### src/rtl/spi_control_seq.sv
// spi_control_seq: SPI word sequencer with TX/RX FIFOs, chip-select framing,
// sticky status flags and a registered interrupt.
module spi_control_seq #(
  parameter int DATA_W = 8,
  parameter int FIFO_DEPTH = 4,
  parameter int NUM_CS = 2,
  localparam int CS_W = $clog2(NUM_CS),
  localparam int AW = $clog2(FIFO_DEPTH)
) (
  input  logic              CLK,
  input  logic              CLR_N,
  input  logic              WR_EN,
  input  logic [DATA_W-1:0] WR_DATA,
  input  logic              RD_EN,
  output logic [DATA_W-1:0] RD_DATA,
  input  logic [7:0]        CONTROL,
  input  logic [CS_W-1:0]   CS_SEL,
  input  logic              CLR_FLAGS,
  output logic              SH_START,
  output logic [DATA_W-1:0] SH_TXD,
  input  logic              SH_DONE,
  input  logic [DATA_W-1:0] SH_RXD,
  input  logic              ERR_IN,
  output logic [NUM_CS-1:0] CS_N,
  output logic [7:0]        STATUS,
  output logic              IRQ
);
  typedef enum logic [2:0] {IDLE, SETUP, XFER, WAIT, RELEASE} state_t;
  localparam logic [AW:0] FULL = (AW+1)'(FIFO_DEPTH);
  localparam logic [CS_W:0] NCS = (CS_W+1)'(NUM_CS);

  state_t state_q, state_d;
  logic [DATA_W-1:0] tx_mem_q [FIFO_DEPTH];
  logic [DATA_W-1:0] rx_mem_q [FIFO_DEPTH];
  logic [AW-1:0] tx_wp_q, tx_wp_d, tx_rp_q, tx_rp_d, rx_wp_q, rx_wp_d, rx_rp_q, rx_rp_d;
  logic [AW:0] tx_cnt_q, tx_cnt_d, rx_cnt_q, rx_cnt_d;
  logic ovr_q, ovr_d, ovf_q, ovf_d, err_q, err_d, irq_q, irq_d, sh_start_q, sh_start_d;
  logic [NUM_CS-1:0] cs_n_q, cs_n_d;
  logic [DATA_W-1:0] sh_txd_q, sh_txd_d;
  logic tx_empty, tx_full, rx_empty, rx_full;
  logic tx_push, tx_pop, rx_try, rx_push, rx_pop, go, cs_bad, stop_cur, stop_nxt, more;
  logic unused_ctrl;

  assign tx_empty = tx_cnt_q == '0;
  assign tx_full = tx_cnt_q == FULL;
  assign rx_empty = rx_cnt_q == '0;
  assign rx_full = rx_cnt_q == FULL;
  assign unused_ctrl = CONTROL[7];

  always_comb begin
    tx_push = WR_EN & ~tx_full;
    tx_pop = state_q == XFER;
    rx_pop = RD_EN & ~rx_empty;
    rx_try = (state_q == WAIT) & SH_DONE & CONTROL[6];
    rx_push = rx_try & ~rx_full;
    cs_bad = {1'b0, CS_SEL} >= NCS;
    stop_cur = ~CONTROL[2] | (CONTROL[0] & ovr_q) | (CONTROL[1] & ovf_q) | (CONTROL[5] & err_q);
    go = (state_q == IDLE) & ~tx_empty & ~stop_cur;
    ovr_d = (rx_try & rx_full) | (ovr_q & ~CLR_FLAGS);
    ovf_d = (WR_EN & tx_full) | (ovf_q & ~CLR_FLAGS);
    err_d = ERR_IN | (go & cs_bad) | (err_q & ~CLR_FLAGS);
    // burst continuation must see flags raised by this very word
    stop_nxt = ~CONTROL[2] | (CONTROL[0] & ovr_d) | (CONTROL[1] & ovf_d) | (CONTROL[5] & err_d);
    more = CONTROL[3] & ~tx_empty & ~stop_nxt;
    tx_wp_d = tx_wp_q + AW'(tx_push);
    tx_rp_d = tx_rp_q + AW'(tx_pop);
    tx_cnt_d = tx_cnt_q + (AW+1)'(tx_push) - (AW+1)'(tx_pop);
    rx_wp_d = rx_wp_q + AW'(rx_push);
    rx_rp_d = rx_rp_q + AW'(rx_pop);
    rx_cnt_d = rx_cnt_q + (AW+1)'(rx_push) - (AW+1)'(rx_pop);
    irq_d = CONTROL[4] & (~rx_empty | ovr_q | ovf_q | err_q);
    state_d = state_q;
    cs_n_d = cs_n_q;
    sh_start_d = 1'b0;
    case (state_q)
      IDLE: if (go & ~cs_bad) begin
        state_d = SETUP;
        cs_n_d = ~(NUM_CS'(1) << CS_SEL);
      end
      SETUP: begin
        state_d = XFER;
        sh_start_d = 1'b1;
      end
      XFER: state_d = WAIT;
      WAIT: if (SH_DONE) begin
        state_d = more ? XFER : RELEASE;
        sh_start_d = more;
        cs_n_d = more ? cs_n_q : '1;
      end
      RELEASE: state_d = IDLE;
      default: state_d = IDLE;
    endcase
    sh_txd_d = sh_start_d ? tx_mem_q[tx_rp_d] : sh_txd_q;
  end

  always_ff @(posedge CLK) begin
    if (tx_push) tx_mem_q[tx_wp_q] <= WR_DATA;
    if (rx_push) rx_mem_q[rx_wp_q] <= SH_RXD;
  end

  always_ff @(posedge CLK or negedge CLR_N) begin
    if (!CLR_N) begin
      state_q <= IDLE;
      tx_wp_q <= '0;
      tx_rp_q <= '0;
      tx_cnt_q <= '0;
      rx_wp_q <= '0;
      rx_rp_q <= '0;
      rx_cnt_q <= '0;
      ovr_q <= 1'b0;
      ovf_q <= 1'b0;
      err_q <= 1'b0;
      irq_q <= 1'b0;
      sh_start_q <= 1'b0;
      sh_txd_q <= '0;
      cs_n_q <= '1;
    end else begin
      state_q <= state_d;
      tx_wp_q <= tx_wp_d;
      tx_rp_q <= tx_rp_d;
      tx_cnt_q <= tx_cnt_d;
      rx_wp_q <= rx_wp_d;
      rx_rp_q <= rx_rp_d;
      rx_cnt_q <= rx_cnt_d;
      ovr_q <= ovr_d;
      ovf_q <= ovf_d;
      err_q <= err_d;
      irq_q <= irq_d;
      sh_start_q <= sh_start_d;
      sh_txd_q <= sh_txd_d;
      cs_n_q <= cs_n_d;
    end
  end

  assign RD_DATA = rx_empty ? '0 : rx_mem_q[rx_rp_q];
  assign SH_START = sh_start_q;
  assign SH_TXD = sh_txd_q;
  assign CS_N = cs_n_q;
  assign IRQ = irq_q;
  assign STATUS = {err_q, state_q != IDLE, rx_full, rx_empty, ovf_q, ovr_q, tx_full, tx_empty};
endmodule

### config.mk
export PLATFORM = sky130hd
export DESIGN_NAME = spi_control_seq
export DESIGN_NICKNAME = d
export VERILOG_FILES = /design/src/rtl/spi_control_seq.sv
export SDC_FILE = /design/constraint.sdc
export NUM_CORES = 1
export LEC_CHECK = 0
export ABC_AREA = 1
export CAP_MARGIN = 20
export CORE_ASPECT_RATIO = 0.6
export CORE_MARGIN = 2
export CORE_UTILIZATION = 30
export CTS_CLUSTER_SIZE = 10
export DETAILED_ROUTE_END_ITERATION = 8
export PLACE_DENSITY_LB_ADDON = 0.12
export SLEW_MARGIN = 20
export SYNTH_ARGS = -nofsm -noshare
export SYNTH_HDL_FRONTEND = slang
export SYNTH_SLANG_ARGS = --single-unit
### constraint.sdc
create_clock -name CLK -period 3.47 [get_ports CLK]
set_input_delay 0.5205 -clock CLK [delete_from_list [all_inputs] [get_ports CLK]]
set_output_delay 0.5205 -clock CLK [all_outputs]
set_load 0.05 [all_outputs]
==> results.md <==
- Status: complete, no violations
- # setup viols final: 0
- Vias per Instance: approximately 4.2
- Mapped Area: 4110 sq um
- Post-synthesis sequential area ratio: between 60% and 70%
- PnR worst setup slack: between 0.5 and 0.6 ns
- Post-route ant nets: 0
- Height of the chip: 94.7 um
- Most frequent cells in the layout: edfxtp_1 (64), clkdlybuf4s50_1 (58), nor2_1 (41)
- Initial Utilization: a little under a third
- Clock Latency Late Sink: ~0.34 ns
- Root buffer cell: clkbuf_16
- Detailed-route wire length: around 8400 um
- Adder-Cell Fraction of Synth Area: 3.41%
- Synth-to-Final Area Change: 26.1%
- Async set-reset flop share out of synthesis: 33.3%
- Post-synth EDFFs: 64
- Count of input and output buffers: just under 60
- Setup TNS: 0 ns
- Max-Cap Viols: 0
- Die width: between 150 and 200 um
- Pre-CTS WS: around 0.80 ns
- Mux contribution to synthesized area: 1.95%
- CP required: 2.95 ns
- RD Place Congestion: roughly 0.7
- Top_reg_cell synth: edfxtp_1
- Row count: 33
- Resized Gates After CTS: 0
- Class of the worst hold path: flip-flop to flip-flop
- Dpl cells: roughly 570
- # clock sinks: 96
- CP startpoint kind: flip-flop
- Via count of the first global-routing pass: between 2000 and 2500
- Clk_skew: approximately 0.0066 ns
- Post-CTS setup buffers: 0
- Synth Register Bits: 96
- Synth cell types: 32
- Wire per inst: approximately 14 um
- Peak supply drop: 0.310 mV
- Dpl hpwl: about 5900 um
- Syn nets: 380
- 1st-pass router iterations: 4
- TritonCTS Buffers: 9
- Pwr dens: 950 nW/um^2
- Nets: about 450
- Lkg Pwr: approximately 2 nW
- Max Slew Vio Count: 0
- Vias: 2473
- Max Clk Rate: 0.339 GHz
- Largest net degree at the start of global routing: 33
- Yosys warns: 0
- Finished Layout Cells: a little under 600
- Die Area: ~15000 sq um
- Post-Syn Area per Cell: between 10 and 15 sq um
- Largest family of logic cells by synthesized area: simple AND/OR/NAND/NOR gates
- Share of cells above drive strength 1: approximately 14%
- Final-report hold violation count: 0
- H-tree depth: 3
- Initial antenna violation count: 0
- Number of fill cells in the layout: roughly 1300
- RSZ-0062 raised after global routing: false
- Synth Area in Compound Gates: about 6.3%
- TritonCTS clock tree: yes
- Rel. slew slack: 54.3%
- XOR/XNOR Fraction of Synth Area: under 10%
- First DRT Iteration DRCs: roughly 140
- Commonest non-fill, non-tap cell in the layout: edfxtp_1
- Clock-pin slew on the worst setup and hold paths: around 0.070 ns
- Gr usage total: between 10% and 20%
- CP Capture Type: primary output
- Worst path arrival time: around 2.4 ns
- Mapped Cells: 338
- Antenna diode count: 0
- CORE AREA: around 14000 sq um
- Dpl cell area: about 4900 sq um
- First-pass GRT wire length: between 10000 and 15000 um
- Hold depth: 2
- Final min period: roughly 3.0 ns
- R2R depth: 8
- Clock Tree Buf Depth: 2
- Design Area, Final: 5190 sq um
- Drt drc: 0
- Crit Path Category: flip-flop to primary output
- Area share of and/or/nand/nor cells after synthesis: between 10% and 20%
- Crit Path Max Fanout: 18
- Part of the cycle the worst path needs: between 80% and 90%
- Hold-fix buffers, CTS: 0
- I/O pin total: 60
- Total grt overflow: 0
- Slew of the pin with the lowest slew margin: between 0.6 and 0.7 ns
[state kept, by name, summed over array words and instances (netlist names)]
register  flops
err_q         1
state_q       3
ovf_q         1
CS_N          2
rx_wp_q       2
tx_mem_q     32
rx_cnt_q      3
rx_mem_q     32
SH_START      1
tx_wp_q       2
tx_cnt_q      3
SH_TXD        8
tx_rp_q       2
rx_rp_q       2
IRQ           1
ovr_q         1
[worst paths after layout]
path | from | slack [ns] | end
setup / recovery | rx_rp_q[0] | 0.52 | RD_DATA[6]
hold / removal | CS_N[1] | 0.47 | CS_N[1]
setup reg to reg | tx_cnt_q[1] | 1.01 | tx_cnt_q[2]
hold reg to reg | CS_N[1] | 0.47 | CS_N[1]
max in group asynchronous | CLR_N | 2.56 | CS_N[0]
min in group asynchronous | CLR_N | 0.59 | ovf_q
[where the power goes]
group	total, mW	internal [mW]	switching [mW]
clock	0.917	0.490	0.427
sequential	1.70	1.51	0.188
combinational	2.31	0.815	1.50
[cells in the mapped netlist (8+ instances only)]
master    number  area, sq um
dfrtp_1       30          751
o21ai_0       22          110
mux2i_1        8         80.1
nor2_1        41          154
nand3_1       14         70.1
ha_1           8          100
edfxtp_1      64         1920
buf_4          9         67.6
inv_1         28          105
a21oi_1       12         60.1
o211ai_1       8         60.1
nand2_1       37          139
nor3_1         8         40.0
or2_2         10         62.6
[cell families (layout without fill, tap and decap cells)]
family / after synthesis / in the layout
and+or+nand+nor: 123 / 123
muxes: 8 / 8
AOI/OAI and AO/OA: 47 / 47
adders and majority gates: 10 / 10
xor gates and xnor gates: 7 / 7
DFF: 96 / 96
buffers and inverters: 47 / 119
[through the flow]
| step | total power, mW | utilization (%) | hold slack, ns |
|---|---|---|---|
| global route | 5.26 | 38.4 | 0.487 |
| detailed placement | 4.07 | 36.4 | 0.457 |
| finish | 4.93 | 38.4 | 0.469 |
| floorplan | 3.36 | - | 0.225 |
| CTS | 5.00 | 38.4 | 0.468 |
| global placement | 4.03 | 36.4 | 0.455 |
[metal layers]
metal / part of all wire [%] / vias to the layer above / wire length (um) / global-route usage, %
met3: 5.8 / 10 / 490 / 4.59
li1: - / 1278 / - / -
met5: 0 / - / 0 / 0
met4: 1.2 / 0 / 97 / 3.40
met1: 54 / 1128 / 4540 / 18.0
met2: 39 / 57 / 3270 / 16.6
[worst max-delay path, stage by stage (launching register included)]
cell and delay, ns:
dfrtp_1 0.60, inv_2 0.34, o21ai_0 0.14, a21oi_1 0.19
clkdlybuf4s50_1 0.82
[final cells by class]
cell class | count | area (sq um) | share of cell area (%)
Multi-Input combinational cell | 195 | 1170 | 22.6
Timing Repair Buffer | 71 | 678 | 13.1
Sequential cell | 96 | 2730 | 52.5
Inverter | 32 | 120 | 2.32
Clock inverter | 6 | 43.8 | 0.844
Clock buffer | 10 | 229 | 4.41
Tap cell | 175 | 219 | 4.22
(Power assumes the default switching activity.)
